$ cat config.mk
export PLATFORM = sky130hd
export DESIGN_NAME = reg_file_param
export DESIGN_NICKNAME = d
export VERILOG_FILES = /design/src/rtl/reg_file_param.sv
export SDC_FILE = /design/constraint.sdc
export NUM_CORES = 1
export LEC_CHECK = 0
export BUFFER_PORTS_ARGS = -buffer_cell sky130_fd_sc_hd__buf_2
export CORE_MARGIN = 4
export CORE_UTILIZATION = 37
export DETAILED_ROUTE_END_ITERATION = 8
export PLACE_DENSITY_LB_ADDON = 0.1
export SLEW_MARGIN = 20
export SYNTH_ARGS = -nofsm -noshare
export SYNTH_HDL_FRONTEND = slang
export SYNTH_SLANG_ARGS = --single-unit
$ cat constraint.sdc
create_clock -name clk -period 3.3 [get_ports clk]
set_input_delay 0.165 -clock clk [delete_from_list [all_inputs] [get_ports clk]]
set_output_delay 0.165 -clock clk [all_outputs]
set_load 0.1 [all_outputs]
$ cat src/rtl/reg_file_param.sv
// Parameterised register file with register 0 hardwired to zero and a sequential hardware clear.
// Reads are combinational (optional same-cycle forwarding when REGFILE_BYPASS_EN is defined); writes land on the next rising edge.
// No handshake: while busy is high, writes and flush are ignored and reads return zero.
module reg_file_param #(
    parameter int XLEN  = 32,
    parameter int NREGS = 32,
    localparam int AW   = $clog2(NREGS)
) (
    input  logic            clk,
    input  logic            reset,
    input  logic            flush,
    input  logic            reg_write,
    input  logic [AW-1:0]   rs1,
    input  logic [AW-1:0]   rs2,
    input  logic [AW-1:0]   rd,
    input  logic [XLEN-1:0] write_data,
    output logic [XLEN-1:0] read_data1,
    output logic [XLEN-1:0] read_data2,
    output logic            busy
);

    typedef enum logic {
        IDLE  = 1'b0,
        CLEAR = 1'b1
    } state_t;

    localparam logic [AW-1:0] LAST_IDX = AW'(NREGS - 1);

    state_t          state, state_nxt;
    logic [AW-1:0]   clr_idx, clr_nxt;
    logic            wr_en, clr_en;
    logic [XLEN-1:0] regs [NREGS];

    always_ff @(posedge clk) begin
        if (reset) begin
            state   <= CLEAR;
            clr_idx <= '0;
        end else begin
            state   <= state_nxt;
            clr_idx <= clr_nxt;
        end
    end

    // clr_idx parks at LAST_IDX on exit; it is only reloaded on entry to CLEAR
    always_comb begin
        state_nxt = state;
        clr_nxt   = clr_idx;
        case (state)
            IDLE: begin
                if (flush) begin
                    state_nxt = CLEAR;
                    clr_nxt   = '0;
                end
            end
            CLEAR: begin
                if (clr_idx == LAST_IDX) begin
                    state_nxt = IDLE;
                end else begin
                    clr_nxt = clr_idx + AW'(1);
                end
            end
            default: begin
                state_nxt = CLEAR;
                clr_nxt   = '0;
            end
        endcase
    end

    assign wr_en  = !reset && (state == IDLE) && !flush && reg_write && (rd != '0);
    assign clr_en = !reset && (state == CLEAR);

    always_ff @(posedge clk) begin
        if (clr_en) begin
            regs[clr_idx] <= '0;
        end else if (wr_en) begin
            regs[rd] <= write_data;
        end
    end

    assign busy = (state == CLEAR);

    always_comb begin
        read_data1 = '0;
        read_data2 = '0;
        if (!busy) begin
            if (rs1 != '0) read_data1 = regs[rs1];
            if (rs2 != '0) read_data2 = regs[rs2];
`ifdef REGFILE_BYPASS_EN
            if (reg_write && (rd != '0) && (rd == rs1)) read_data1 = write_data;
            if (reg_write && (rd != '0) && (rd == rs2)) read_data2 = write_data;
`endif
        end
    end

endmodule

==> flow_summary.json, run 1 <==
{
  "required_ps": 3130,
  "power_density_mw_per_mm2": 501.7,
  "synth_edf_count": 992,
  "cp_slowest_stage_delay_ps": 510,
  "r2r-end": "regs[13][18]",
  "drc": 0,
  "globalplace.congestion": 0.8080,
  "yosysSeqAreaShare": 0.6434,
  "leakage_uw": 0.01724,
  "clock_skew_ps": 24.14,
  "htreeDepth": 3,
  "die_width_um": 362.4,
  "numCtsBuffers": 111,
  "syn_area_mm2": 0.04648,
  "postSynthCellCount": 2883,
  "wirelength_um": 167100,
  "crit_chain": "inv_1 -> and4_2 -> buf_12 -> a22oi_1 -> nand4_1 -> buf_4",
  "setup_slack_ps": 46.70,
  "critPathCaptureType": "primary output",
  "slew_viol_final": 0,
  "clk_pin_slew_worst_paths_ps": 60,
  "vdd_drop_max_uv": 392.9,
  "ys_seq_elements": 998,
  "fin_cells": 4806,
  "post-place-cells": 4598,
  "slew_headroom": 0.2479,
  "drt_iter0_markers": 3421,
  "syn_to_final_growth_pct": 16.69,
  "grt_pass1_wl_um": 231700,
  "num_vias": 29920,
  "async_reset_ff_frac": 0,
  "drtAntennaViolNets": 0,
  "route.met2.wl_um": 77040,
  "place_ws_ps": 368.9,
  "max_clock_freq_ghz": 0.3074,
  "met1_length_um": 70550,
  "period_share": 0.9858,
  "die_area_mm2": 0.1314,
  "wl_met3_um": 13230,
  "crit_type": "reg2out",
  "post-route-util": 0.4364,
  "io_buffers": 115,
  "highest_layer": "met5",
  "whs_path_depth": 3,
  "post-route-min-period_ps": 3253,
  "synth.top_cell.area_share": 0.6409,
  "ios": 116,
  "synthTopCellsByCount": "edfxtp_1 (992), mux2i_1 (576), a22oi_1 (194), o22ai_1 (194), mux4_2 (192)",
  "cts_tree": "built",
  "avgSynthCellArea_um2": 16.12,
  "syn-num-nets": 2936,
  "cp_slowest_cell": "dfxtp_2",
  "fin_total_pwr_uw": 27210,
  "fin_nets": 3131,
  "drive_above_1_share": 0.2311,
  "die_h_um": 362.4,
  "grt_start_max_net_pins": 63,
  "cts.sinks": 998,
  "avgRoutedWirePerCell_um": 34.76,
  "clk-insertion-delay-late_ps": 690,
  "critPathCapture": "read_data1[1]",
  "run_status": "finished, final reports clean",
  "clockBufferDepth": 3,
  "core_area_mm2": 0.1243,
  "first_global_vias": 30580,
  "overflow": 0,
  "first_pass_iters": 6,
  "worstPathMaxFanout": 20,
  "drv_cap": 0,
  "arrival_ps": 3090,
  "vias_per_cell": 6.225,
  "core.rowCount": 129,
  "netlist-cell-type-count": 46,
  "synthTopCellsByArea": "edfxtp_1 (64%), mux2i_1 (12%), mux4_2 (9.3%)",
  "holdCritPathClass": "in2reg",
  "grt_util_all_layers": 0.2494,
  "synth_top_flop_cell": "edfxtp_1",
  "cts-root-buf": "clkbuf_16",
  "antenna_found_initial": 10,
  "worst_pin_slew_ps": 1121,
  "setup_tns_ps": 0,
  "dp_hpwl_um": 102700,
  "startpoint": "busy",
  "yosys_warnings": 0,
  "startpoint_type": "flip-flop",
  "synth_most_common_cell": "edfxtp_1",
  "hold_viol": 0,
  "yosysTopAreaCell": "edfxtp_1",
  "r2r_cells": 5,
  "r2r_setup_slack_ps": 460,
  "setup_violations": 0,
  "start_util": 0.3740,
  "r2r_start": "busy"
}
## worst max-delay path: cells and delay by family (launching register included)
family | cells | cell delay, ps
compound gates | 1 | 430
flops | 1 | 510
buf+inv | 3 | 770
simple gates | 2 | 650
## metal layers
| layer | GRT usage | vias to the layer above |
|---|---|---|
| met2 | 0.3978 | 1426 |
| met5 | 0 | - |
| met3 | 0.04810 | 297 |
| met1 | 0.3444 | 15810 |
| met4 | 0.08413 | 8 |
| li1 | - | 12370 |
## cell usage in the layout (no fill, tap or decap), types with 33 or more instances in the layout
cell	instances
edfxtp_1	992
mux2i_1	576
o22ai_1	194
mux4_2	192
a22oi_1	192
buf_4	186
nand2_1	135
clkbuf_16	112
o21ai_0	68
a221oi_1	64
nand4_1	64
buf_2	50
buf_12	40
nor2_4	33
## report_power, final
part	internal (uW)	switching, uW	total [uW]
logic	555	913	1470
registers	13800	32.9	13800
clock network	6800	5110	11900
total	21200	6060	27200
## what timing repair did
action	CTS	global route
pin swaps	0	1
hold buffers	4	0
hold endpoints to repair	25	0
setup endpoints to repair	64	46
resized for setup	49	43
buffers inserted	0	0
gates cloned	0	0
## logic make-up (layout without fill, tap and decap cells)
| group | count (synthesis) | after routing | share of synthesized area |
|---|---|---|---|
| flip-flops | 998 | 998 | 0.6434 |
| multiplexers | 768 | 768 | 0.2171 |
| adder cells (fa/ha/maj) | 2 | 2 | 0.0005383 |
| other | 0 | 2 | 0 |
| buffers and inverters | 246 | 530 | 0.02258 |
| AO/OA/AOI/OAI | 539 | 539 | 0.08022 |
| AND/OR/NAND/NOR | 330 | 330 | 0.03615 |
## metrics by stage
step	hold WS [ps]	cell area (um^2)
4_1_cts	55.31	54090
2_1_floorplan	402.0	46560
6_report	96.10	54240
5_1_grt	85.77	54240
3_3_place_gp	466.4	50490
3_5_place_dp	487.8	50500
## worst min path at each step
stage                              start            to  slack (ps)
final                     write_data[16]   regs[4][16]         100
after floorplan                    flush    clr_idx[0]         400
after CTS                 write_data[16]  regs[27][16]          60
after global routing      write_data[16]  regs[31][16]          90
after global placement             reset    clr_idx[4]         470
after detailed placement           reset    clr_idx[4]         490
## state kept, by name (all words and copies together) (netlist names)
| signal | count |
|---|---|
| regs | 992 |
| clr_idx | 5 |
| busy | 1 |
## area by class of cell
class	count	area [um^2]
Timing Repair Buffer	322	2912
Multi-Input combinational cell	1639	15910
Tap cell	1637	2048
Clock buffer	133	2882
Sequential cell	998	29910
Clock inverter	69	549.3
Antenna cell	2	5.005
Inverter	6	22.52
Fill cell	11040	70040
Power figures use the tool's default switching activity.
==> inputs of run 2 (changes only) <==
--- a/config.mk
+++ b/config.mk
@@ -6,6 +6,7 @@
 export NUM_CORES = 1
 export LEC_CHECK = 0
 export BUFFER_PORTS_ARGS = -buffer_cell sky130_fd_sc_hd__buf_2
+export CORE_ASPECT_RATIO = 1.2
 export CORE_MARGIN = 4
 export CORE_UTILIZATION = 37
 export DETAILED_ROUTE_END_ITERATION = 8
==> flow_summary.json, run 2 (same netlist as run 1, synthesis figures left out) <==
{
  "run_status": "finished, final reports clean",
  "syn_to_final_growth_pct": 17.57,
  "final_cell_mix": "edfxtp_1 (992), mux2i_1 (576), o22ai_1 (194)",
  "drt_iter0_markers": 2558,
  "slew_headroom": 0.1978,
  "overflow": 0,
  "avgRoutedWirePerCell_um": 33.86,
  "cp_slowest_cell": "dfxtp_4",
  "max_clock_freq_ghz": 0.3108,
  "fin_total_pwr_uw": 26890,
  "io_buffers": 115,
  "grt_start_max_net_pins": 71,
  "holdCritPathClass": "in2reg",
  "post-route-util": 0.4375,
  "post-route-min-period_ps": 3217,
  "clk_pin_slew_worst_paths_ps": 60,
  "fill_cells": 10950,
  "htreeDepth": 3,
  "num_vias": 29670,
  "postCtsSetupBuffers": 0,
  "r2r_start": "busy",
  "crit_chain": "buf_4 -> or3_1 -> buf_6 -> buf_4 -> a221oi_1 -> a22oi_2 -> nand4_1 -> buf_12",
  "startpoint": "busy",
  "hold_viol": 0,
  "cts_tree": "built",
  "core_area_mm2": 0.1249,
  "vias_per_cell": 6.158,
  "worst_pin_slew_ps": 1203,
  "core.rowCount": 142,
  "cts.sinks": 998,
  "clockBufferDepth": 3,
  "ios": 116,
  "die_width_um": 331.6,
  "die_h_um": 396.3,
  "r2r_cells": 5,
  "rsz0062_at_grt": "false",
  "required_ps": 3130,
  "first_global_vias": 30680,
  "critPathCaptureType": "primary output",
  "period_share": 0.9749,
  "worstPathMaxFanout": 15,
  "antenna_found_initial": 12,
  "startpoint_type": "flip-flop",
  "power_density_mw_per_mm2": 492.1,
  "critPathBufInv": 4,
  "design_area_mm2": 0.05465,
  "numCtsBuffers": 104,
  "layout_commonest_cell": "edfxtp_1",
  "slew_viol_final": 0,
  "vdd_drop_max_uv": 392.2,
  "drv_cap": 0,
  "start_util": 0.3721,
  "setup_violations": 0,
  "postPlaceCellArea_mm2": 0.05127,
  "top_register": "regs",
  "place_ws_ps": 209.5,
  "leakage_uw": 0.01734,
  "first_pass_iters": 6,
  "critPathTopFamily": "buffers and inverters",
  "grt_util_all_layers": 0.2422,
  "fin_nets": 3126,
  "dp_hpwl_um": 100300,
  "cp_slowest_stage_delay_ps": 420,
  "die_area_mm2": 0.1314,
  "whs_path_depth": 3,
  "cp_num_cells": 8,
  "arrival_ps": 3050,
  "drtAntennaViolNets": 0,
  "setup_slack_ps": 82.77,
  "crit_type": "reg2out",
  "hp-start": "write_data[15]",
  "largest_register_ffs": 992,
  "setup_tns_ps": 0,
  "drc": 0,
  "cts-root-buf": "clkbuf_16",
  "cpMostUsedCell": "buf_4",
  "globalplace.congestion": 0.8087,
  "drive_above_1_share": 0.2334,
  "wirelength_um": 163100,
  "grt_pass1_wl_um": 228900,
  "clk-insertion-delay-late_ps": 710,
  "clock_skew_ps": 37.97
}
[run 2: cell types whose count changed in the layout (fill, tap and decap cells not counted), moves of 3 or more]
cell / delta
buf_4: -38
clkinv_1: -9
diode_2: +3
clkinv_2: +6
buf_2: +27
buf_12: +50
clkbuf_1: -4
clkbuf_4: -18
clkbuf_16: -6
buf_6: -16
[run 2: path summary, 6_finish.rpt]
path                            slack (ps)            end
worst min register to register         610     clr_idx[3]
worst max register to register         450    regs[20][6]
worst max-delay path                    80  read_data2[3]
worst min-delay path                   110   regs[25][15]
[run 2: per-layer routing]
| layer | part of all wire | GRT usage | vias to the layer above |
|---|---|---|---|
| met5 | 0.00017 | 0 | - |
| met4 | 0.028 | 0.07609 | 4 |
| met3 | 0.063 | 0.03555 | 224 |
| met2 | 0.50 | 0.4181 | 1201 |
| met1 | 0.41 | 0.3164 | 15870 |
| li1 | - | - | 12370 |
[run 2: timing repair]
item / CTS / global route
endpoints found under the setup margin: 64 / 4
pin swaps: 1 / 2
gates resized for setup: 10 / 4
endpoints found under the hold margin: 6 / 0
hold buffers: 2 / 0
[run 2: worst reg2reg max path: cells and delay by family (launching register included)]
family	cells	cell delay (ps)
DFF	1	420
buffers and inverters	1	310
and+or+nand+nor	2	640
AOI/OAI and AO/OA	2	1060
[run 2: cell type report]
type                    count  area (um^2)  area share
flip-flops and latches    998        29910      0.5473
multi-input cells        1639        15920      0.2913
repair buffers            324         3412     0.06243
clock buffers             123         2716     0.04970
well taps                1656         2072     0.03791
clock inverters            67        584.3     0.01069
inverters                   6        22.52   0.0004121
diodes                      5        12.51   0.0002289
[run 2: through the flow]
| step | cells | hold slack (ps) |
|---|---|---|
| finish | 4818 | 107.0 |
| floorplan | 2883 | 402.0 |
| CTS | 4813 | 52.52 |
| global placement | 4621 | 496.7 |
| global route | 4814 | 107.1 |
| detailed placement | 4621 | 505.5 |
[run 2: power breakdown]
part           leakage [uW]  internal (uW)  total (uW)  switching, uW
Clock               0.00163           6630       11600           4990
Combinational       0.00816            568        1450            880
Sequential          0.00755          13800       13800           33.9
Total                0.0173          21000       26900           5910
